## src/rtl/count_updn_mod.sv

```systemverilog
// count_updn_mod: parametrised up/down modulo counter with load, clear, wrap pulse, one-shot.
// Define COUNT_UPDN_SAT_EN to add the sat port (hold at bound instead of wrapping).
module count_updn_mod #(
  parameter int WIDTH   = 4,
  parameter int MAX_VAL = 15,
  parameter int ONESHOT = 0
) (
  input  logic             clk,
  input  logic             reset,
  input  logic             en,
  input  logic             dir,
  input  logic             clear,
  input  logic             load,
  input  logic [WIDTH-1:0] load_val,
`ifdef COUNT_UPDN_SAT_EN
  input  logic             sat,
`endif
  output logic [WIDTH-1:0] count,
  output logic             wrap,
  output logic             done
);

  localparam logic [WIDTH:0]   LP_MAX_X = (WIDTH+1)'(MAX_VAL);
  localparam logic [WIDTH-1:0] LP_MAX   = WIDTH'(MAX_VAL);

  typedef enum logic {
    S_RUN  = 1'b0,
    S_DONE = 1'b1
  } state_t;

  state_t           r_state;
  logic [WIDTH-1:0] r_count;
  logic             r_wrap;
  logic             r_done;

  logic             w_sat;
  logic [WIDTH:0]   w_cnt_x;
  logic [WIDTH:0]   w_inc;
  logic [WIDTH:0]   w_dec;
  logic [WIDTH:0]   w_ld_x;
  logic [WIDTH-1:0] w_ld_val;
  logic             w_past_max;
  logic             w_past_zero;
  logic             w_bound;

`ifdef COUNT_UPDN_SAT_EN
  assign w_sat = sat;
`else
  assign w_sat = 1'b0;
`endif

  // Bounds are detected in WIDTH+1 bits rather than relying on rollover.
  assign w_cnt_x     = {1'b0, r_count};
  assign w_inc       = w_cnt_x + 1'b1;
  assign w_dec       = w_cnt_x - 1'b1;
  assign w_past_max  = (w_inc > LP_MAX_X);
  assign w_past_zero = w_dec[WIDTH];
  assign w_bound     = dir ? w_past_max : w_past_zero;

  assign w_ld_x   = {1'b0, load_val};
  assign w_ld_val = (w_ld_x > LP_MAX_X) ? LP_MAX : load_val;

  always_ff @(posedge clk) begin
    if (reset) begin
      r_state <= S_RUN;
      r_count <= '0;
      r_wrap  <= 1'b0;
      r_done  <= 1'b0;
    end else if (clear) begin
      r_state <= S_RUN;
      r_count <= '0;
      r_wrap  <= 1'b0;
      r_done  <= 1'b0;
    end else if (load) begin
      r_state <= S_RUN;
      r_count <= w_ld_val;
      r_wrap  <= 1'b0;
      r_done  <= 1'b0;
    end else if (r_state == S_DONE) begin
      r_wrap  <= 1'b0;
    end else if (en) begin
      if (!w_bound) begin
        r_count <= dir ? w_inc[WIDTH-1:0] : w_dec[WIDTH-1:0];
        r_wrap  <= 1'b0;
      end else if (ONESHOT != 0) begin
        r_state <= S_DONE;
        r_done  <= 1'b1;
        r_wrap  <= 1'b0;
      end else if (w_sat) begin
        r_wrap  <= 1'b0;
      end else begin
        r_count <= dir ? '0 : LP_MAX;
        r_wrap  <= 1'b1;
      end
    end else begin
      r_wrap  <= 1'b0;
    end
  end

  assign count = r_count;
  assign wrap  = r_wrap;
  assign done  = r_done;

endmodule

```

## config.mk

```make
export PLATFORM = sky130hd
export DESIGN_NAME = count_updn_mod
export DESIGN_NICKNAME = d
export VERILOG_FILES = /design/src/rtl/count_updn_mod.sv
export SDC_FILE = /design/constraint.sdc
export NUM_CORES = 1
export LEC_CHECK = 0
export BUFFER_PORTS_ARGS = -buffer_cell sky130_fd_sc_hd__buf_4
export CORE_AREA = 2 2 39 41
export DETAILED_ROUTE_END_ITERATION = 6
export DIE_AREA = 0 0 41 43
export PLACE_DENSITY_LB_ADDON = 0.12
export SLEW_MARGIN = 30
export SYNTH_ARGS = -nofsm -noshare
export SYNTH_HDL_FRONTEND = slang
export SYNTH_SLANG_ARGS = --single-unit
```

## constraint.sdc

```tcl
create_clock -name clk -period 3.5 [get_ports clk]
set_clock_uncertainty 0.1 [all_clocks]
set_input_delay 0.7 -clock clk [delete_from_list [all_inputs] [get_ports clk]]
set_output_delay 0.7 -clock clk [all_outputs]
set_load 0.01 [all_outputs]
```

# ---- Word-level counts from Yosys, hierarchy flattened
# Index checks and enable logic that the tools add are counted.
dict set report word_totals {
  ff_bits 5
  inputBits 10
  output_inout_bits 6
  word_cells 18
}
dict set report classes {
  n_addsub 2
  order_cmp 2
  n_mux 8
  bitwise_logic 1
  n_reduce_logical 3
}
# cell count
set ops {}
lappend ops {{two-way mux 4 bit} 6}
lappend ops {{adder 4 x 1 -> 5 bit (second input constant)} 1}
lappend ops {{> comparator 5 x 4 -> 1 bit (second input constant)} 1}
lappend ops {{subtractor 4 x 1 -> 5 bit (second input constant)} 1}
lappend ops {{> comparator 4 bit (second input constant)} 1}
lappend ops {{OR reduction 4 bit} 1}
lappend ops {{two-way mux 1 bit} 2}
lappend ops {{nonzero test 2 bit} 1}
lappend ops {{OR reduction 2 bit} 1}
lappend ops {{NOT 1 bit} 1}

# ---- Longest topological paths before layout
dict set report depth {
  depth_word 6
  depth_mapped 6
  depth_no_buf 6
}

# ---- Worst setup path before layout
# No wires, ideal clock.
dict set report synth_timing {
  path_type {reg2reg}
  start {reg r_count[0] (netlist: count[0])}
  end {reg r_wrap (netlist: wrap)}
  t_arrival_ps 1772
  path_slack_ps 1513
  path_stages_with_launch 7
  path_buffers 0
  cell_sequence {dfxtp_1 inv_1 ha_1 nor3b_2 maj3_2 and3_4 o21ba_2}
}
dict set report synth_via {
  elab_chain_len 4
  elab_cells_between_ends 5
}
# item line_no
set synth_rtl {}
lappend synth_rtl {{start, declared} 32} ;# logic [WIDTH-1:0] r_count;
lappend synth_rtl {{start signal, assigned} 76} ;# r_count <= w_ld_val;
lappend synth_rtl {{start signal, assigned} 83} ;# r_count <= dir ? w_inc[WIDTH-1:0] : w_dec[WIDTH-1:0];
lappend synth_rtl {{start signal, assigned} 92} ;# r_count <= dir ? '0 : LP_MAX;
lappend synth_rtl {{adder 4 x 1 -> 5 bit} 54} ;# assign w_inc = w_cnt_x + 1'b1;
lappend synth_rtl {{> comparator 5 x 4 -> 1 bit} 56} ;# assign w_past_max = (w_inc > LP_MAX_X);
lappend synth_rtl {{two-way mux 1 bit *} 58} ;# assign w_bound = dir ? w_past_max : w_past_zero;
lappend synth_rtl {{two-way mux 1 bit *} 82} ;# if (!w_bound) begin
lappend synth_rtl {{end signal, assigned} 80} ;# r_wrap <= 1'b0;
lappend synth_rtl {{end signal, assigned} 84} ;# r_wrap <= 1'b0;
lappend synth_rtl {{end signal, assigned} 88} ;# r_wrap <= 1'b0;
lappend synth_rtl {{end, declared} 33} ;# logic r_wrap;
# Every way passes the cells marked *; elsewhere a longest branch is shown, timed or not.
# A chain may end at the register's enable or synchronous reset.

# ---- Worst setup path after layout
dict set report layout_timing {
  start {reg r_count[0] (netlist: count[0])}
  end {reg r_count[2] (netlist: count[2])}
}
dict set report layout_via {
  elab_chain_len 6
  elab_cells_between_ends 8
}
# item line_no
set layout_rtl {}
lappend layout_rtl {{adder 4 x 1 -> 5 bit} 54}
lappend layout_rtl {{> comparator 5 x 4 -> 1 bit} 56}
lappend layout_rtl {{two-way mux 1 bit} 58}
lappend layout_rtl {{two-way mux 4 bit *} 82}
lappend layout_rtl {{two-way mux 4 bit *} 81} ;# end else if (en) begin
lappend layout_rtl {{two-way mux 4 bit *} 74} ;# end else if (load) begin
# Every way passes the cells marked *; elsewhere a longest branch is shown, timed or not. The select of a mux whose other input is x is not followed.

==> flow_summary.toml <==
[run_status]
status = "finished clean"

[worst_setup_path]
critPathMaxStageDelay_ps = 490
worst_setup_path_end_kind = "flip-flop"
crit_fanout = 9
crit_path_top_delay_cell = "dfxtp_1"
crit_chain = "inv_1 > ha_1 > nor3b_2 > maj3_2 > and3_4 > o32ai_2"
path_class = "flip-flop to flip-flop"
cp_top_family = "adder cells"
critPathLaunchType = "flip-flop"
required_ps = 3550
cp.arrival_ps = 2130
path_buf_inv = 1

[pwr]
share_seq_of_total_power_pct = 36.9
p_per_area_mw_per_mm2 = 321
power.share.combinational_pct = 26.2
leakagePower_nw = 0.230
internal-power_mw = 0.128
peakVddDrop_uv = 137
sw_frac_of_total_pct = 29.3
clkPwrFrac_pct = 37.0
power_switching_mw = 0.0531

[placed_design]
port_buffers = 14
dp_hpwl_um = 783
globalplace.congestion = 0.717
dpl_cell_area_um2 = 539

[cts]
root_buffer = "clkbuf_4"
htreeDepth = 1
cts_resized = 0
clock_path_buffers = 2
holdBufCountCts = 0
clkTransAtPathRegs_ps = 40
numCtsBuffers = 3
cts_sinks = 5
tritoncts = "done"
worstSkewPairLatency_ps = 240
cts_setup_buffers = 0

[sta]
timing.setup.tns_ps = 0
max_freq_mhz = 482
timing_hold_violations_final = 0
finalSetupViolCount = 0
rsz0062_at_grt = "no"
fin_crit_sh_pct = 59.3
post-route-min-period_ps = 2080
drv_slew = 0

[grt]
grt_max_degree = 10
grt_overflow = 0
grt_pass1_vias = 392
grt_usage_pct = 14.4
grt_pass1_wl_um = 1690
antenna_found_initial = 0

[floorplan]
dieWidth_um = 41
num_rows = 14
io_pins = 16
core-area_mm2 = 0.00138
die_h_um = 43
start_util_pct = 30.7
dieArea_mm2 = 0.00176

[detailed_routing]
via_per_inst = 5.13
routed_wl_um = 1010
drc = 0
drt_pass1_iterations = 1
wl_per_cell_um = 12.1
ant_nets = 0
drt_iter0_markers = 0
num_vias = 426

[yosys]
yosysWarnings = 0
syn-num-nets = 64
syn-cell-area_um2 = 425
synth-seq-area-share_pct = 23.5
synthDistinctLibCells = 31
avgSynthCellArea_um2 = 8.34
synthCells = 51
ys_ff_latch = 5

[cells_and_area]
drive_above_1_share_pct = 32.8
fill_cells = 148
nets = 81
syn2layout_area_growth_pct = 32.9
fin_area_um2 = 566
diodes = 0

[run]
drv_cap = 0

[min_path]
hold_class = "flip-flop to flip-flop"
-- Yosys cell counts --
cell | instances | area share [%]
a311oi_1 | 1 | 2.1
a41oi_1 | 1 | 2.1
a2111oi_0 | 1 | 2.1
a21o_1 | 1 | 1.8
o2111ai_1 | 1 | 2.1
inv_1 | 5 | 4.4
o21ba_2 | 1 | 2.4
ha_1 | 3 | 8.8
o22ai_1 | 1 | 1.5
dfxtp_1 | 5 | 24
xnor2_1 | 2 | 4.1
maj3_2 | 1 | 2.6
mux2i_1 | 1 | 2.4
and3_4 | 1 | 2.6
o21bai_1 | 1 | 1.8
nand3_1 | 1 | 1.2
nor4b_1 | 1 | 2.1
nand2b_1 | 1 | 1.5
buf_4 | 1 | 1.8
nor3_1 | 2 | 2.4
o21ai_0 | 4 | 4.7
clkbuf_1 | 1 | 0.88
conb_1 | 1 | 0.88
o32ai_2 | 1 | 3.8
nor3b_1 | 1 | 1.8
o21a_1 | 1 | 1.8
nor3b_2 | 1 | 2.9
nor2_1 | 3 | 2.6
o32ai_1 | 1 | 2.1
a21oi_1 | 4 | 4.7
nand2_1 | 1 | 0.88
-- flip-flops by register name (all words and copies together) (netlist names) --
signal  count
count       4
wrap        1
-- cell usage in the layout, fill, tap and decap left out, types with 2 or more instances in the layout --
master / n
buf_4: 14
inv_1: 5
dfxtp_1: 5
a21oi_1: 4
o21ai_0: 4
nor2_1: 3
ha_1: 3
clkbuf_4: 3
nor3_1: 2
xnor2_1: 2
-- final cells by class --
| cell class | instances | area, um^2 | share of cell area, % |
|---|---|---|---|
| timing repair buffer | 14 | 105 | 18.6 |
| inverter | 5 | 18.8 | 3.32 |
| multi-input combinational | 39 | 295 | 52.2 |
| clock buffer | 4 | 26.3 | 4.65 |
| sequential | 5 | 100 | 17.7 |
| tap | 16 | 20.0 | 3.54 |
-- worst min-delay path: cells and delay by family, from the launching register on --
family | cells | cell delay [ps]
flops | 1 | 360
compound gates | 3 | 260
-- kinds of logic after synthesis --
group / after synthesis / share of synthesized area (%)
compound gates: 19 / 32.7
simple gates: 12 / 17.9
buf+inv: 7 / 7.06
flops: 5 / 23.5
fa+ha+maj: 4 / 11.5
xor+xnor: 2 / 4.12
other cells: 1 / 0.882
mux: 1 / 2.35
-- routing by layer --
| metal | part of all wire (%) | vias up | global-route usage (%) | wire length (um) |
|---|---|---|---|---|
| met2 | 46 | 13 | 20.0 | 467 |
| met4 | 0 | 0 | 8.00 | 0 |
| li1 | - | 219 | - | - |
| met5 | 0 | - | 0 | 0 |
| met3 | 5.5 | 0 | 4.71 | 55 |
| met1 | 48 | 194 | 18.7 | 485 |
-- per-stage QoR --
stage	hold WS [ps]	utilization (%)	worst slack, ps	instances	total power, mW
after global placement	557	39.0	1450	79	0.116
final	576	40.9	1420	83	0.181
after CTS	578	40.9	1420	83	0.184
after global routing	636	40.9	1310	83	0.196
after floorplan	516	-	1510	51	0.0958
after detailed placement	569	39.0	1430	79	0.115
-- final timing paths --
kind,start,end,slack (ps),depth (start not counted)
setup reg to reg,count[0],count[2],1420,6
hold reg to reg,count[3],count[3],580,3
setup / recovery,count[0],count[2],1420,6
hold / removal,count[3],count[3],580,3
-- power groups by stage --
stage                     Clock (mW)  Combinational [mW]  Sequential [mW]
after floorplan                    0              0.0283           0.0675
after global placement             0              0.0481           0.0679
after detailed placement           0              0.0474           0.0677
after CTS                     0.0698              0.0477           0.0666
after global routing          0.0763              0.0525           0.0676
final                         0.0671              0.0474           0.0668
(Power assumes the default switching activity.)
